[config.mk]
export PLATFORM = sky130hd
export DESIGN_NAME = multicycle_ctrl_flat
export DESIGN_NICKNAME = d
export VERILOG_FILES = /design/src/rtl/multicycle_ctrl_pkg.sv /design/src/rtl/multicycle_ctrl_if.sv /design/src/rtl/multicycle_ctrl_branch_cond.sv /design/src/rtl/multicycle_ctrl.sv /design/src/flat_wrapper.sv
export SDC_FILE = /design/constraint.sdc
export NUM_CORES = 1
export LEC_CHECK = 0
export CORE_MARGIN = 1
export CORE_UTILIZATION = 47
export CTS_CLUSTER_DIAMETER = 30
export DETAILED_ROUTE_END_ITERATION = 8
export PLACE_DENSITY = 0.92
export REMOVE_ABC_BUFFERS = 1
export SLEW_MARGIN = 20
export SYNTH_ARGS = -nofsm -noshare
export SYNTH_HDL_FRONTEND = slang
export SYNTH_SLANG_ARGS = --single-unit
[constraint.sdc]
create_clock -name clk -period 2.13 [get_ports clk]
set_input_delay 0.426 -clock clk [delete_from_list [all_inputs] [get_ports clk]]
set_output_delay 0.426 -clock clk [all_outputs]
set_load 0.03 [all_outputs]
[src/rtl/multicycle_ctrl_pkg.sv]
// Shared constants for the RV32I multi-cycle sequencer: opcodes, state
// encodings, mux select codes and an opcode classifier.
package multicycle_ctrl_pkg;

  localparam int unsigned XLEN  = 32;
  localparam int unsigned OPC_W = 7;
  localparam int unsigned CNT_W = 16;

  localparam logic [OPC_W-1:0] OP_R      = 7'b0110011;
  localparam logic [OPC_W-1:0] OP_I      = 7'b0010011;
  localparam logic [OPC_W-1:0] OP_LOAD   = 7'b0000011;
  localparam logic [OPC_W-1:0] OP_STORE  = 7'b0100011;
  localparam logic [OPC_W-1:0] OP_BRANCH = 7'b1100011;
  localparam logic [OPC_W-1:0] OP_JAL    = 7'b1101111;
  localparam logic [OPC_W-1:0] OP_JALR   = 7'b1100111;

  typedef enum logic [2:0] {
    ST_IDLE   = 3'd0,
    ST_FETCH  = 3'd1,
    ST_DECODE = 3'd2,
    ST_EXEC   = 3'd3,
    ST_MEM    = 3'd4,
    ST_WB     = 3'd5,
    ST_HALT   = 3'd7
  } state_e;

  localparam logic [1:0] PC_SEL_PLUS4  = 2'd0;
  localparam logic [1:0] PC_SEL_TARGET = 2'd1;
  localparam logic [1:0] PC_SEL_JALR   = 2'd2;

  localparam logic [1:0] WB_SEL_ALU = 2'd0;
  localparam logic [1:0] WB_SEL_MEM = 2'd1;
  localparam logic [1:0] WB_SEL_PC4 = 2'd2;

  localparam logic [1:0] ALU_OP_ADD   = 2'd0;
  localparam logic [1:0] ALU_OP_SUB   = 2'd1;
  localparam logic [1:0] ALU_OP_FUNCT = 2'd2;

  typedef struct packed {
    logic r;
    logic i;
    logic load;
    logic store;
    logic branch;
    logic jal;
    logic jalr;
  } inst_class_t;

  // One-hot instruction class; all-zero means the opcode is not supported.
  function automatic inst_class_t classify(input logic [OPC_W-1:0] opcode);
    inst_class_t c;
    c        = '0;
    c.r      = (opcode == OP_R);
    c.i      = (opcode == OP_I);
    c.load   = (opcode == OP_LOAD);
    c.store  = (opcode == OP_STORE);
    c.branch = (opcode == OP_BRANCH);
    c.jal    = (opcode == OP_JAL);
    c.jalr   = (opcode == OP_JALR);
    return c;
  endfunction

endpackage

[src/rtl/multicycle_ctrl_if.sv]
// Instruction/data memory handshake between the sequencer and the memories.
interface multicycle_ctrl_if;
  import multicycle_ctrl_pkg::*;

  logic            imem_req;
  logic [XLEN-1:0] imem_rdata;
  logic            imem_ready;
  logic            dmem_read;
  logic            dmem_write;
  logic            dmem_ready;

  modport master (
    output imem_req, dmem_read, dmem_write,
    input  imem_rdata, imem_ready, dmem_ready
  );

  modport slave (
    input  imem_req, dmem_read, dmem_write,
    output imem_rdata, imem_ready, dmem_ready
  );
endinterface

[src/rtl/multicycle_ctrl_branch_cond.sv]
// Branch resolution: funct3 plus ALU flags -> taken, and whether funct3 is a
// defined branch condition.
module multicycle_ctrl_branch_cond (
  input  logic [2:0] funct3,
  input  logic       zero,
  input  logic       lt,
  input  logic       ltu,
  output logic       taken_c,
  output logic       valid_c
);

  always_comb begin
    taken_c = 1'b0;
    valid_c = 1'b1;
    case (funct3)
      3'b000:  taken_c = zero;
      3'b001:  taken_c = !zero;
      3'b100:  taken_c = lt;
      3'b101:  taken_c = !lt;
      3'b110:  taken_c = ltu;
      3'b111:  taken_c = !ltu;
      default: valid_c = 1'b0;
    endcase
  end

endmodule

[src/rtl/multicycle_ctrl.sv]
// Multi-cycle RV32I sequencer: FETCH/DECODE/EXEC/MEM/WB with memory wait
// handshakes, timeout-to-halt and a retired-instruction counter.
module multicycle_ctrl
  import multicycle_ctrl_pkg::*;
#(
  parameter int unsigned MEM_TIMEOUT = 255
) (
  input  logic                clk,
  input  logic                rst,
  input  logic                run,
  multicycle_ctrl_if.master   mem,
  input  logic                alu_zero,
  input  logic                alu_lt,
  input  logic                alu_ltu,
  output logic [XLEN-1:0]     ir,
  output logic                pc_write,
  output logic [1:0]          pc_sel,
  output logic                reg_write,
  output logic                alu_src_imm,
  output logic [1:0]          alu_op,
  output logic [1:0]          wb_sel,
  output logic [2:0]          state,
  output logic                halted,
  output logic                bus_err,
  output logic [XLEN-1:0]     instret
);

  localparam logic [CNT_W-1:0] TIMEOUT = CNT_W'(MEM_TIMEOUT);

  state_e           state_q;
  state_e           seq_next_c;
  logic [CNT_W-1:0] wait_cnt;
  logic             stop_pend;
  inst_class_t      cls;
  logic             br_taken;
  logic             br_valid;
  logic             imem_req_c;
  logic             dmem_read_c;
  logic             dmem_write_c;

  assign state = state_q;
  assign cls   = classify(ir[OPC_W-1:0]);

  // A run drop anywhere in the instruction is remembered so it parks in IDLE.
  assign seq_next_c = (run && !stop_pend) ? ST_FETCH : ST_IDLE;

  multicycle_ctrl_branch_cond u_branch_cond (
    .funct3  (ir[14:12]),
    .zero    (alu_zero),
    .lt      (alu_lt),
    .ltu     (alu_ltu),
    .taken_c (br_taken),
    .valid_c (br_valid)
  );

  // Strobes decoded from state and ir; forced low while reset is asserted.
  always_comb begin
    imem_req_c   = 1'b0;
    dmem_read_c  = 1'b0;
    dmem_write_c = 1'b0;
    pc_write     = 1'b0;
    pc_sel       = PC_SEL_PLUS4;
    reg_write    = 1'b0;
    alu_src_imm  = 1'b0;
    alu_op       = ALU_OP_ADD;
    wb_sel       = WB_SEL_ALU;
    if (rst) begin
      case (state_q)
        ST_FETCH: imem_req_c = 1'b1;
        ST_EXEC: begin
          alu_src_imm = cls.i | cls.load | cls.store | cls.jalr;
          if (cls.r || cls.i)   alu_op = ALU_OP_FUNCT;
          else if (cls.branch)  alu_op = ALU_OP_SUB;
          if (cls.branch && br_valid) begin
            pc_write = 1'b1;
            pc_sel   = br_taken ? PC_SEL_TARGET : PC_SEL_PLUS4;
          end
        end
        ST_MEM: begin
          dmem_read_c  = cls.load;
          dmem_write_c = cls.store;
          pc_write     = cls.store & mem.dmem_ready;
        end
        ST_WB: begin
          reg_write = 1'b1;
          pc_write  = 1'b1;
          if (cls.load)                wb_sel = WB_SEL_MEM;
          else if (cls.jal || cls.jalr) wb_sel = WB_SEL_PC4;
          if (cls.jal)       pc_sel = PC_SEL_TARGET;
          else if (cls.jalr) pc_sel = PC_SEL_JALR;
        end
        default: ;
      endcase
    end
  end

  assign mem.imem_req   = imem_req_c;
  assign mem.dmem_read  = dmem_read_c;
  assign mem.dmem_write = dmem_write_c;

  always_ff @(posedge clk) begin
    if (!rst) begin
      state_q   <= ST_IDLE;
      ir        <= '0;
      instret   <= '0;
      halted    <= 1'b0;
      bus_err   <= 1'b0;
      wait_cnt  <= '0;
      stop_pend <= 1'b0;
    end else begin
      // Every retirement is also the cycle that updates the PC.
      if (pc_write) instret <= instret + XLEN'(1);
      if (!run && state_q != ST_IDLE) stop_pend <= 1'b1;
      if (state_q != ST_FETCH && state_q != ST_MEM) wait_cnt <= '0;

      case (state_q)
        ST_IDLE: begin
          stop_pend <= 1'b0;
          if (run) state_q <= ST_FETCH;
        end
        ST_FETCH: begin
          if (mem.imem_ready) begin
            ir       <= mem.imem_rdata;
            wait_cnt <= '0;
            state_q  <= ST_DECODE;
          end else if (wait_cnt == TIMEOUT) begin
            bus_err  <= 1'b1;
            state_q  <= ST_HALT;
          end else begin
            wait_cnt <= wait_cnt + CNT_W'(1);
          end
        end
        ST_DECODE: begin
          if (|cls) begin
            state_q <= ST_EXEC;
          end else begin
            halted  <= 1'b1;
            state_q <= ST_HALT;
          end
        end
        ST_EXEC: begin
          if (cls.branch) begin
            if (br_valid) begin
              state_q <= seq_next_c;
            end else begin
              halted  <= 1'b1;
              state_q <= ST_HALT;
            end
          end else if (cls.load || cls.store) begin
            state_q <= ST_MEM;
          end else begin
            state_q <= ST_WB;
          end
        end
        ST_MEM: begin
          if (mem.dmem_ready) begin
            wait_cnt <= '0;
            state_q  <= cls.load ? ST_WB : seq_next_c;
          end else if (wait_cnt == TIMEOUT) begin
            bus_err  <= 1'b1;
            state_q  <= ST_HALT;
          end else begin
            wait_cnt <= wait_cnt + CNT_W'(1);
          end
        end
        ST_WB:   state_q <= seq_next_c;
        ST_HALT: ;
        default: state_q <= ST_HALT;
      endcase
    end
  end

endmodule

[src/flat_wrapper.sv]
// flat-port wrapper written by rule: the top's interface ports become plain ports
module multicycle_ctrl_flat import multicycle_ctrl_pkg::*;
#(
  parameter int unsigned MEM_TIMEOUT = 255
)
  (clk, rst, run, alu_zero, alu_lt, alu_ltu, ir, pc_write, pc_sel, reg_write, alu_src_imm, alu_op, wb_sel, state, halted, bus_err, instret, mem_imem_req, mem_dmem_read, mem_dmem_write, mem_imem_rdata, mem_imem_ready, mem_dmem_ready);
  multicycle_ctrl_if mem_i ();
  input  logic clk;
  input  logic rst;
  input  logic run;
  input  logic alu_zero;
  input  logic alu_lt;
  input  logic alu_ltu;
  output logic [XLEN-1:0] ir;
  output logic pc_write;
  output logic [1:0] pc_sel;
  output logic reg_write;
  output logic alu_src_imm;
  output logic [1:0] alu_op;
  output logic [1:0] wb_sel;
  output logic [2:0] state;
  output logic halted;
  output logic bus_err;
  output logic [XLEN-1:0] instret;
  output wire logic [$bits(mem_i.imem_req)-1:0] mem_imem_req;
  output wire logic [$bits(mem_i.dmem_read)-1:0] mem_dmem_read;
  output wire logic [$bits(mem_i.dmem_write)-1:0] mem_dmem_write;
  input wire logic [$bits(mem_i.imem_rdata)-1:0] mem_imem_rdata;
  input wire logic [$bits(mem_i.imem_ready)-1:0] mem_imem_ready;
  input wire logic [$bits(mem_i.dmem_ready)-1:0] mem_dmem_ready;
  assign mem_imem_req = mem_i.imem_req;
  assign mem_dmem_read = mem_i.dmem_read;
  assign mem_dmem_write = mem_i.dmem_write;
  assign mem_i.imem_rdata = mem_imem_rdata;
  assign mem_i.imem_ready = mem_imem_ready;
  assign mem_i.dmem_ready = mem_dmem_ready;
  multicycle_ctrl #(.MEM_TIMEOUT(MEM_TIMEOUT)) u_core (.clk(clk), .rst(rst), .run(run), .mem(mem_i), .alu_zero(alu_zero), .alu_lt(alu_lt), .alu_ltu(alu_ltu), .ir(ir), .pc_write(pc_write), .pc_sel(pc_sel), .reg_write(reg_write), .alu_src_imm(alu_src_imm), .alu_op(alu_op), .wb_sel(wb_sel), .state(state), .halted(halted), .bus_err(bus_err), .instret(instret));
endmodule
==> Word level (Yosys, flattened, before mapping) <==
Cells that the tools add are included.
{ "classes": {"n_eq_ne": 27, "n_reduce_logical": 24, "n_bitwise": 6, "n_addsub": 2, "mux": 53} }
{ "ops": {"columns": ["cell", "n"], "rows": [
  ["16-bit two-way mux", 4],
  ["32-bit by 1-bit adder with 32-bit output (second input constant)", 1],
  ["16-bit case mux with 2 select lines", 1],
  ["3-bit two-way mux", 8],
  ["1-bit two-way mux", 23],
  ["2-bit two-way mux", 11],
  ["3-bit equality test (second input constant)", 7],
  ["7-bit equality test (second input constant)", 3],
  ["3-bit case mux with 7 select lines", 1],
  ["16-bit by 1-bit adder with 16-bit output (second input constant)", 1],
  ["16-bit by 8-bit equality test with 1-bit output (second input constant)", 1],
  ["7-bit by 6-bit equality test with 1-bit output (second input constant)", 2],
  ["2-bit inequality test (second input constant)", 5],
  ["7-bit by 2-bit equality test with 1-bit output (second input constant)", 1],
  ["7-bit by 5-bit equality test with 1-bit output (second input constant)", 1],
  ["7-bit OR reduction", 1],
  ["3-bit by 1-bit equality test with 1-bit output (second input constant)", 2],
  ["3-bit by 2-bit equality test with 1-bit output (second input constant)", 2],
  ["3-bit zero test", 2],
  ["1-bit case mux with 6 select lines", 1],
  ["6-bit OR reduction", 1],
  ["1-bit zero test", 5],
  ["1-bit logical AND", 4],
  ["1-bit case mux with 2 select lines", 2],
  ["15 further kinds", 22]
]} }
{ "word_totals": {"elab_cells": 119, "input_bits": 40, "reg_bits": 86} }

==> Depth between registers and ports, before layout <==
{ "depth": {"word_depth": 7, "ltp_mapped": 8} }

==> By module <==
Synthesis repeated with hierarchy kept, for this count alone.
{ "hier_totals": {"hier_cells": 520, "hier_area_um2": 4122.7} }
{ "modules_own_cells": {"columns": ["mod", "n_inst", "seq_area_each_um2", "area_each_um2", "cells_each"], "rows": [
  ["multicycle_ctrl", 1, 1721.7, 4070.2, 513],
  ["multicycle_ctrl_branch_cond", 1, 0.0, 52.6, 7]
]} }

==> Worst setup path after synthesis <==
No wires, ideal clock.
{ "synth_path": {"kind": "reg-to-output", "start": "register u_core.state_q[0] (netlist: u_core.state[0])", "end": "output alu_op[1]", "arrival_time_ns": 2.167, "required_ns": 1.704, "path_stages_with_launch": 5, "setup_slack_ns": -0.463, "cell_sequence": "dfxtp_1 buf_4 nor2b_1 nand3_1 nor4b_1"} }
{ "synth_via": {"elab_chain_cells": 3} }
{ "synth_rtl": {"columns": ["element", "line", "rtl"], "rows": [
  ["from (decl)", "multicycle_ctrl.sv:30", "state_e state_q;"],
  ["from (signal assigned)", "multicycle_ctrl.sv:144", "state_q <= seq_next_c;"],
  ["from (signal assigned)", "multicycle_ctrl.sv:158", "state_q <= cls.load ? ST_WB : seq_next_c;"],
  ["from (signal assigned)", "multicycle_ctrl.sv:166", "ST_WB: state_q <= seq_next_c;"],
  ["3-bit by 2-bit equality test with 1-bit output", "multicycle_ctrl.sv:68", "case (state_q)"],
  ["2-bit two-way mux", "multicycle_ctrl.sv:68", null],
  ["2-bit two-way mux", "multicycle_ctrl.sv:67", "if (rst) begin"],
  ["to (decl)", "flat_wrapper.sv:19", "output logic [1:0] alu_op;"]
]} }
No other way between the ends.

==> Final worst setup path <==
{ "layout_path": {"start": "register u_core.ir[3]", "end": "output pc_sel[0]"} }
{ "layout_via": {"elab_chain_cells": 5} }
{ "layout_rtl": {"columns": ["element", "line", "rtl"], "rows": [
  ["from (decl)", "multicycle_ctrl.sv:15", "output logic [XLEN-1:0] ir,"],
  ["from (signal assigned)", "multicycle_ctrl.sv:123", "ir <= mem.imem_rdata;"],
  ["7-bit equality test", "multicycle_ctrl_pkg.sv:57", "c.branch = (opcode == OP_BRANCH);"],
  ["1-bit logical AND", "multicycle_ctrl.sv:74", "if (cls.branch && br_valid) begin"],
  ["2-bit two-way mux", "multicycle_ctrl.sv:74", null],
  ["2-bit case mux with 2 select lines *", "multicycle_ctrl.sv:68", null],
  ["2-bit two-way mux *", "multicycle_ctrl.sv:67", null],
  ["to (decl)", "flat_wrapper.sv:16", "output logic [1:0] pc_sel;"]
]} }
Mark *: on every way between the ends. The rest lies on a longest branch, timed or not.

==> key figures <==
Outcome
  • Outcome: complete, but fails checks
  • Violated checks: negative setup slack

Yosys
  • Register area share after synthesis: 42.8%
  • Most used DFF post-synth: dfxtp_1
  • FF+latch count, synth: 86
  • Cell Area, Synth: a little over 0.004 mm2
  • Synth cell types: 46
  • Count leader, synth: nand2_1
  • Ys async rst share: 0%
  • Synth top area cells: dfxtp_1 43%, a21oi_1 8.6%, nand2_1 8.2%
  • Largest area contributor in the netlist: dfxtp_1
  • Number of synthesized flops with an enable pin: 0
  • Post-synth top cells: 88 x nand2_1, 86 x dfxtp_1, 69 x a21oi_1, 40 x nor2_1, 23 x clkbuf_1
  • YS warnings: 0
  • Post-synthesis average cell area: 7.93 um2
  • Cells after Synth: roughly 500
  • Yosys top cell area share: 42.8%

Global route
  • Initial antenna violation count: 1
  • Vias in the first global route: 4110
  • Total track usage: 26.8%
  • GR Overflow Total: 0
  • First-pass GRT wire length: 19200 um
  • Largest net degree at the start of global routing: 38

Timing
  • Hold slack final: 0.451 ns
  • Final Slew Violations: 0
  • Layout Skew: 0.00576 ns
  • Min Tclk post-route: 2.33 ns
  • Post-route setup slack: -0.195 ns
  • Final period util: 109%
  • Worst-margin pin slew: 0.406 ns
  • Unrepaired setup endpoints after global routing: true
  • Slew HR: 72.7%
  • Final setup vio count: 26
  • FMAX: ~430 MHz
  • Setup TNS: -1.52 ns
  • Final hold viol count: 0

Worst setup path
  • Worst-path maximum fanout: 4
  • Crit path kind: reg -> out
  • Crit. End Element: primary output
  • Crit path DAT: 1.90 ns
  • CP Data Required Time: approximately 1.7 ns
  • Setup slack, reg-to-reg: -0.12 ns
  • Startpoint types: flop

Floorplan
  • Initial Util: 48.8%
  • Core area: between 0.008 and 0.009 mm2
  • Die width: 94.6 um
  • Chip height: ~95 um
  • Die Footprint: 0.00894 mm2
  • Row count: 33
  • # IOs: 121

Final layout
  • Footprint of the multi-input gates: between 0.002 and 0.0025 mm2
  • Layout cells sized above 1: 20.8%
  • Final non-filler cell total: 769
  • Synthesis-to-layout area growth: 53.4%
  • FF/Latch Area: roughly 0.0017 mm2
  • Fin util: 74.8%
  • Fillers: around 530
  • Final nets: 700

Job
  • Max-Cap Viols: 0

Hold path
  • Hold WC Path Type: reg -> reg

Route
  • Final ANT Viol Nets: 0
  • Final wirelength: 13700 um
  • Via-per-instance ratio: roughly 6
  • DR vias: 4632
  • WL per Instance: 17.8 um
  • Initial DRC count: 335
  • DR DRC count: 0
  • DRT Pass-1 Iters: 5

Power
  • PwrDens: between 500 and 600 mW/mm2
  • Static leakage: 2.15 nW
  • Tot Pwr: 3.59 mW
  • Max IR drop VDD: 0.000547 V

Clock tree
  • H-tree levels: 3
  • CTS buffer count: 9
  • CTS Buffer Depth: 2
  • Worst-Skew Late Latency: 0.36 ns
  • CTS tree: done
  • Clk slew on worst S/H paths: 0.09 ns
  • CTS Sinks: 86
  • Root Driver: clkbuf_8
  • Hold_buf cts: 0

Placed design
  • RD Place Congestion: 0.878
  • PortBufs: 120
  • DP Wirelength: 7850 um
  • Placed cells: approximately 730
[cell usage in the layout, fill, tap and decap left out, types with 3 or more instances in the layout]
cell	synthesis	final
a21oi_1	69	54
a21oi_2	0	15
and3_1	6	5
and4_1	5	5
buf_12	0	5
buf_4	1	39
buf_6	1	12
clkbuf_8	0	10
clkdlybuf4s50_1	0	106
dfxtp_1	86	79
dfxtp_2	0	7
inv_1	14	13
inv_6	0	3
mux2i_1	3	3
nand2_1	88	87
nand3_1	13	12
nand4_1	14	14
nor2_1	40	37
nor2b_1	7	4
nor2b_2	0	3
nor3_1	11	10
o211ai_1	4	4
o21ai_0	21	21
o31ai_1	11	9
or3_1	19	17
or4_1	17	6
or4_4	0	11
xnor2_1	11	11
xor2_1	3	3
[critical path, stage by stage (launching register included)]
cell and delay [ns]:
dfxtp_2 0.34, nand4bb_4 0.26, nor4_4 0.32, buf_4 0.20, a21oi_2 0.07, a21oi_1 0.16
buf_4 0.19
[flip-flops by register name, indices dropped and copies added (netlist names)]
signal            cells
u_core.instret       32
u_core.ir            32
u_core.wait_cnt      16
u_core.state          3
u_core.bus_err        1
u_core.halted         1
u_core.stop_pend      1
[metrics by stage]
step                      instance area, um2  setup slack (ns)
after floorplan                         3910            -0.867
after global routing                    6180            -0.271
final                                   6180            -0.195
after global placement                  5490          -0.00284
after detailed placement                5490           -0.0884
after CTS                               5830            -0.137
[cells by family after synthesis]
logic type                 Yosys count  synth area share, %
AOI/OAI and AO/OA                  117                 16.3
and+or+nand+nor                    244                 32.2
DFF                                 86                 42.8
buffers and inverters               42                 4.29
xor gates and xnor gates            14                 3.05
muxes                                3                0.746
adders and majority gates            2                0.621
[area by class of cell]
class / count / area share, %
repair buffers: 167 / 27.2
clock buffers: 10 / 2.23
well taps: 105 / 2.13
multi-input cells: 380 / 38.3
flip-flops and latches: 86 / 28.0
clock inverters: 6 / 1.22
diodes: 1 / 0.0405
inverters: 14 / 0.851
[where the power goes]
group / internal [mW] / leakage, nW / switching [mW]
clock: 0.596 / 0.106 / 0.662
sequential: 1.66 / 0.699 / 0.0466
combinational: 0.275 / 1.34 / 0.346
[final timing paths]
kind / from / depth (start not counted) / endpoint
min: u_core.bus_err$_SDFFE_PN0P_ / 2 / u_core.bus_err$_SDFFE_PN0P_
max reg2reg: u_core.ir[3]$_SDFFE_PN0P_ / 9 / u_core.instret[11]$_SDFFE_PN0P_
max: u_core.ir[3]$_SDFFE_PN0P_ / 6 / pc_sel[0]
min reg2reg: u_core.bus_err$_SDFFE_PN0P_ / 2 / u_core.bus_err$_SDFFE_PN0P_
[timing repair]
| action | CTS | global route |
|---|---|---|
| buffers inserted | 9 | 8 |
| cloned | 0 | 4 |
| resized for setup | 21 | 57 |
| pin swaps | 7 | 43 |
| endpoints found under the setup margin | 9 | 30 |
[per-layer routing]
metal / routed length, um / global-route usage (%) / vias to the layer above
met5: 0 / 0 / -
li1: - / - / 2111
met2: 6800 / 46.4 / 258
met1: 5180 / 31.2 / 2188
met3: 1090 / 7.73 / 75
met4: 662 / 10.5 / 0
(Power assumes the default switching activity.)
